[config.mk]
export PLATFORM = sky130hd
export DESIGN_NAME = alu_pipe_flat
export DESIGN_NICKNAME = d
export VERILOG_FILES = /design/src/rtl/alu_pipe_if.sv /design/src/rtl/alu_pipe.sv /design/src/flat_wrapper.sv
export SDC_FILE = /design/constraint.sdc
export NUM_CORES = 1
export LEC_CHECK = 0
export CAP_MARGIN = 30
export CORE_ASPECT_RATIO = 0.6
export CORE_MARGIN = 5
export CORE_UTILIZATION = 30
export CTS_CLUSTER_SIZE = 30
export DETAILED_ROUTE_END_ITERATION = 7
export SLEW_MARGIN = 10
export SYNTH_ARGS = -nofsm -noshare
export SYNTH_HDL_FRONTEND = slang
export SYNTH_SLANG_ARGS = --single-unit
[constraint.sdc]
create_clock -name clk -period 7.9 [get_ports clk]
set_input_delay 0.79 -clock clk [delete_from_list [all_inputs] [get_ports clk]]
set_output_delay 0.79 -clock clk [all_outputs]
set_load 0.01 [all_outputs]
[src/rtl/alu_pipe_if.sv]
// Handshake bundle between operand fetch, the ALU pipe and the writeback arbiter.
// master = the upstream/downstream environment, slave = the ALU pipe itself.
interface alu_pipe_if #(
  parameter int WIDTH = 16
);
  logic                   in_valid;
  logic                   in_ready;
  logic [WIDTH-1:0]       inputA;
  logic [WIDTH-1:0]       inputB;
  logic [2:0]             opcode;
  logic                   out_valid;
  logic                   out_ready;
  logic [2*WIDTH-1:0]     result;
  logic [1:0]             flags;
  logic                   out_err;

  modport master (
    output in_valid, inputA, inputB, opcode, out_ready,
    input  in_ready, out_valid, result, flags, out_err
  );

  modport slave (
    input  in_valid, inputA, inputB, opcode, out_ready,
    output in_ready, out_valid, result, flags, out_err
  );
endinterface

[src/rtl/alu_pipe.sv]
// Two-stage pipelined ALU with valid/ready backpressure on both sides.
// S1 captures operands and opcode; S2 computes and holds the output beat.
// Flags: [0] carry / borrow / mul-overflow, [1] signed overflow.
module alu_pipe #(
  parameter int WIDTH = 16
) (
  input logic      clk,
  input logic      rst_n,
  alu_pipe_if.slave bus
);

  typedef enum logic [2:0] {
    OP_ADD = 3'b000,
    OP_MUL = 3'b001,
    OP_SUB = 3'b010,
    OP_AND = 3'b011,
    OP_OR  = 3'b100,
    OP_XOR = 3'b101,
    OP_NOT = 3'b110,
    OP_ILL = 3'b111
  } op_e;

  logic               s1_valid;
  logic [WIDTH-1:0]   s1_a;
  logic [WIDTH-1:0]   s1_b;
  op_e                s1_op;

  logic               s2_load;
  logic               s1_load;

  logic [WIDTH:0]     sum;
  logic [WIDTH:0]     diff;
  logic [2*WIDTH-1:0] prod;

  logic [2*WIDTH-1:0] res_c;
  logic [1:0]         flags_c;
  logic               err_c;

  // S2 may take a new beat when it is empty or its beat leaves this edge;
  // in_ready is derived only from pipe state and out_ready, never from in_valid.
  assign s2_load      = !bus.out_valid || bus.out_ready;
  assign s1_load      = !s1_valid || s2_load;
  assign bus.in_ready = s1_load;

  // S1: capture operands on an accepted input beat
  always_ff @(posedge clk or negedge rst_n) begin
    if (!rst_n) begin
      s1_valid <= 1'b0;
      s1_a     <= '0;
      s1_b     <= '0;
      s1_op    <= OP_ADD;
    end else if (s1_load) begin
      s1_valid <= bus.in_valid;
      if (bus.in_valid) begin
        s1_a  <= bus.inputA;
        s1_b  <= bus.inputB;
        s1_op <= op_e'(bus.opcode);
      end
    end
  end

  // Extra top bit of sum/diff carries the carry-out / borrow
  assign sum  = {1'b0, s1_a} + {1'b0, s1_b};
  assign diff = {1'b0, s1_a} - {1'b0, s1_b};
  assign prod = {{WIDTH{1'b0}}, s1_a} * {{WIDTH{1'b0}}, s1_b};

  // Operation decode and flag generation for the beat held in S1
  always_comb begin
    res_c   = '0;
    flags_c = 2'b00;
    err_c   = 1'b0;
    case (s1_op)
      OP_ADD: begin
        res_c      = {{(WIDTH-1){1'b0}}, sum};
        flags_c[0] = sum[WIDTH];
        flags_c[1] = (s1_a[WIDTH-1] == s1_b[WIDTH-1]) && (sum[WIDTH-1] != s1_a[WIDTH-1]);
      end
      OP_MUL: begin
        res_c      = prod;
        flags_c[0] = |prod[2*WIDTH-1:WIDTH];
      end
      OP_SUB: begin
        res_c      = {{WIDTH{1'b0}}, diff[WIDTH-1:0]};
        flags_c[0] = diff[WIDTH];
        flags_c[1] = (s1_a[WIDTH-1] != s1_b[WIDTH-1]) && (diff[WIDTH-1] != s1_a[WIDTH-1]);
      end
      OP_AND:  res_c = {{WIDTH{1'b0}}, s1_a & s1_b};
      OP_OR:   res_c = {{WIDTH{1'b0}}, s1_a | s1_b};
      OP_XOR:  res_c = {{WIDTH{1'b0}}, s1_a ^ s1_b};
      OP_NOT:  res_c = {{WIDTH{1'b0}}, ~s1_a};
      OP_ILL:  err_c = 1'b1;
      default: err_c = 1'b1;
    endcase
  end

  // S2: register the computed beat; hold everything while stalled downstream
  always_ff @(posedge clk or negedge rst_n) begin
    if (!rst_n) begin
      bus.out_valid <= 1'b0;
      bus.result    <= '0;
      bus.flags     <= 2'b00;
      bus.out_err   <= 1'b0;
    end else if (s2_load) begin
      bus.out_valid <= s1_valid;
      if (s1_valid) begin
        bus.result  <= res_c;
        bus.flags   <= flags_c;
        bus.out_err <= err_c;
      end
    end
  end

endmodule
[src/flat_wrapper.sv]
// flat-port wrapper written by rule: the top's interface ports become plain ports
module alu_pipe_flat 
#(
  parameter int WIDTH = 16
)
  (clk, rst_n, bus_in_valid, bus_inputA, bus_inputB, bus_opcode, bus_out_ready, bus_in_ready, bus_out_valid, bus_result, bus_flags, bus_out_err);
  alu_pipe_if #(.WIDTH(WIDTH)) bus_i ();
  input logic clk;
  input logic rst_n;
  input wire logic [$bits(bus_i.in_valid)-1:0] bus_in_valid;
  input wire logic [$bits(bus_i.inputA)-1:0] bus_inputA;
  input wire logic [$bits(bus_i.inputB)-1:0] bus_inputB;
  input wire logic [$bits(bus_i.opcode)-1:0] bus_opcode;
  input wire logic [$bits(bus_i.out_ready)-1:0] bus_out_ready;
  output wire logic [$bits(bus_i.in_ready)-1:0] bus_in_ready;
  output wire logic [$bits(bus_i.out_valid)-1:0] bus_out_valid;
  output wire logic [$bits(bus_i.result)-1:0] bus_result;
  output wire logic [$bits(bus_i.flags)-1:0] bus_flags;
  output wire logic [$bits(bus_i.out_err)-1:0] bus_out_err;
  assign bus_i.in_valid = bus_in_valid;
  assign bus_i.inputA = bus_inputA;
  assign bus_i.inputB = bus_inputB;
  assign bus_i.opcode = bus_opcode;
  assign bus_i.out_ready = bus_out_ready;
  assign bus_in_ready = bus_i.in_ready;
  assign bus_out_valid = bus_i.out_valid;
  assign bus_result = bus_i.result;
  assign bus_flags = bus_i.flags;
  assign bus_out_err = bus_i.out_err;
  alu_pipe #(.WIDTH(WIDTH)) u_core (.clk(clk), .rst_n(rst_n), .bus(bus_i));
endmodule
==> summary.md <==
| Metric | Value |
|---|---|
| Die area | `slightly below 0.05 mm^2` |
| Worst hold path class | `primary input to async pin` |
| Fin. Hold Viols | `0` |
| Vias per cell | `5.339` |
| CP Capture Type | `register` |
| DRT iter0 DRCs | `around 1400` |
| Fin nets | `about 2000` |
| Cell taking the most area after synthesis | `fa_1` |
| Ports | `76` |
| Reg2reg start | `u_core.s1_a[4]` |
| RSZ-0062 raised after global routing | `false` |
| Syn-to-layout area delta | `13.23%` |
| Crit Path Class | `register to register` |
| Post-synth ARST share | `100.0%` |
| Worst slack, placed | `roughly 0.63 ns` |
| Post-synthesis cell count | `1578` |
| Final HPWL DP | `40370 um` |
| PortBufs | `between 70 and 80` |
| Register bit total from synthesis | `72` |
| Clock Skews | `roughly 0.013 ns` |
| Ys Warns | `0` |
| Tcrit/Tclk final | `93.83%` |
| Capture point of the worst reg-to-reg path | `u_core.bus.flags[0]` |
| Slew Limit Fails | `0` |
| WL/cell | `about 22 um` |
| All-Layer GR Usage | `19.56%` |
| EDFF count, synth | `0` |
| Final ANT Viol Nets | `0` |
| Syn Nets | `between 1500 and 2000` |
| Worst Slack Setup Final | `0.4872 ns` |
| First-pass GRT wire length | `about 75000 um` |
| Outcome | `finished clean` |
| Layout cells sized above 1 | `about 6.5%` |
| Area after DPL | `approximately 0.015 mm^2` |
| Root Buffer | `clkbuf_16` |
| Overflow after GRT | `0` |
| CTS tree | `yes` |
| Row cnt | `60` |
| Drt pass-1 iters | `5` |
| Reg2Reg Setup Slack | `0.49 ns` |
| Hold_buf cts | `0` |
| Pin count of the biggest net entering global routing | `46` |
| Hold slack final | `slightly below 0.4 ns` |
| Setup Buffers After CTS | `0` |
| Post-CTS Resized | `0` |
| Clk pin slew, worst setup/hold paths | `approximately 0.07 ns` |
| Maxcap violations | `0` |
| Dominant synthesized flop cell | `dfrtp_1` |
| Final min period | `7.413 ns` |
| Number of remaining DRC errors | `0` |
| Worst-case clock buffer depth | `2` |
| Area contributors post-synth | `fa_1 29%, ha_1 14%, dfrtp_1 13%, inv_1 7.6%, nand2_1 5.2%` |
| DR vias | `11840` |
| Worst slew pin tran | `roughly 0.94 ns` |
| Die X | `283.9 um` |
| Slew Limit Headroom | `a little under two fifths` |
| Effective utilization at floorplan | `around 30%` |
| Post-synthesis cell type count | `slightly below 70` |
| Die Y | `174.3 um` |
| N_diodes | `0` |
| Final WL | `between 40000 and 50000 um` |
| Total CTS buffers | `9` |
| Cell Area, Synth | `about 0.014 mm^2` |
| Clk_lat worst skew | `approximately 0.37 ns` |
| Vias in the first global route | `between 10000 and 15000` |
| Fmax | `between 0.1 and 0.15 GHz` |
| Final setup fails | `0` |
| Top-area cell type share of the netlist area | `between 20% and 30%` |
| Required @ worst endpoint | `between 8 and 9 ns` |
| Commonest non-fill, non-tap cells in the layout | `274 x inv_1, 196 x fa_1, 186 x nand2_1` |
| Clock sinks | `slightly above 70` |
| CP arrival | `~7.6 ns` |
| CP Max Fanout | `12` |
| RD Place Congestion | `a little under 1` |
| Total core area | `roughly 0.045 mm^2` |
| Setup crit start | `u_core.s1_a[4]` |
| Final TNS setup | `0 ns` |
| Final non-filler cell area | `0.01529 mm^2` |
| Antenna violations before repair | `0` |
| Avg Cell Area, Syn | `8.557 um^2` |
| Worst Reg2Reg Path Length in Cells | `22` |
| Register area share after synthesis | `between 10% and 20%` |
| # H-tree levels | `3` |
| Commonest non-fill, non-tap cell in the layout | `inv_1` |
| Startpoint Class | `register` |
-- cell usage after synthesis (5+ instances only) --
cell type	instances
a2111oi_0	7
a211oi_1	14
a21o_1	13
a21oi_1	73
a221o_1	11
a221oi_1	6
a222oi_1	6
a22o_1	11
a22oi_1	5
a31oi_1	9
and3_1	6
buf_1	6
clkbuf_1	68
clkinv_1	6
dfrtp_1	72
fa_1	196
ha_1	152
inv_1	274
mux2_2	35
mux2i_1	5
nand2_1	187
nand2b_1	10
nand3_1	11
nand4_1	10
nor2_1	169
nor2b_1	7
nor3_1	14
o21a_1	10
o21ai_0	60
o21bai_1	12
o221ai_1	9
o22ai_1	15
o31ai_1	9
or3_1	6
xnor2_1	14
xor2_1	6
-- worst max path at each step --
stage | endpoint | depth (start not counted)
finish | u_core.bus.flags[0] | 22
detailed placement | u_core.bus.flags[0] | 22
global placement | u_core.bus.flags[0] | 22
floorplan | u_core.bus.flags[0] | 24
global route | u_core.bus.flags[0] | 22
CTS | u_core.bus.flags[0] | 22
-- flip-flops by register name, summed over array words and instances, names as in the netlist --
register	count
u_core.s1_valid	1
u_core.bus.result	32
u_core.s1_a	16
u_core.bus.out_err	1
u_core.bus.out_valid	1
u_core.s1_op	3
u_core.bus.flags	2
u_core.s1_b	16
-- per-layer routing --
metal  wire, um  vias to the layer above  part of all wire (%)  global-route usage, %
met2      19290                      548                    39                  26.70
met1      24410                     6005                    50                  31.27
met4        549                        0                   1.1                  2.928
met3       4702                       50                   9.6                  4.692
met5          0                        -                     0                      0
li1           -                     5234                     -                      -
-- critical path: stages, from the launching register on --
cell and delay, ns:
dfrtp_1 0.67, clkinv_1 0.55, nor2_1 0.28, fa_1 0.45
inv_1 0.09, fa_1 0.44, fa_1 0.43, fa_1 0.49
inv_1 0.05, fa_1 0.53, inv_1 0.05, fa_1 0.48
inv_1 0.04, ha_1 0.40, o211ai_1 0.13, nor3_1 0.23
a221o_1 0.50, a31o_2 0.31, a21oi_1 0.15, a311oi_1 0.56
nand4_1 0.16, nor3_1 0.20, o21ai_1 0.09
-- final cells by class --
type	count	area [um^2]
well taps	589	737.0
flip-flops and latches	72	1802
clock inverters	6	67.56
clock buffers	10	239.0
repair buffers	111	1041
inverters	282	1059
fillers	4656	29380
multi-input cells	1147	10340
-- through the flow --
step           utilization [%]  cells
3_5_place_dp             33.49   2199
5_1_grt                  34.23   2217
4_1_cts                  34.17   2215
3_3_place_gp             33.43   2197
6_report                 34.23   2217
2_1_floorplan                -   1578
-- cell families after synthesis --
kind of cell / count (synthesis) / synth area share, %
compound gates: 300 / 15.04
xor+xnor: 20 / 1.297
fa+ha+maj: 348 / 43.14
buf+inv: 359 / 10.10
flops: 72 / 13.34
mux: 41 / 3.456
simple gates: 438 / 13.62
Power is not shown: default switching activity piles up to over one toggle a cycle in this logic, so the estimate is an artifact.
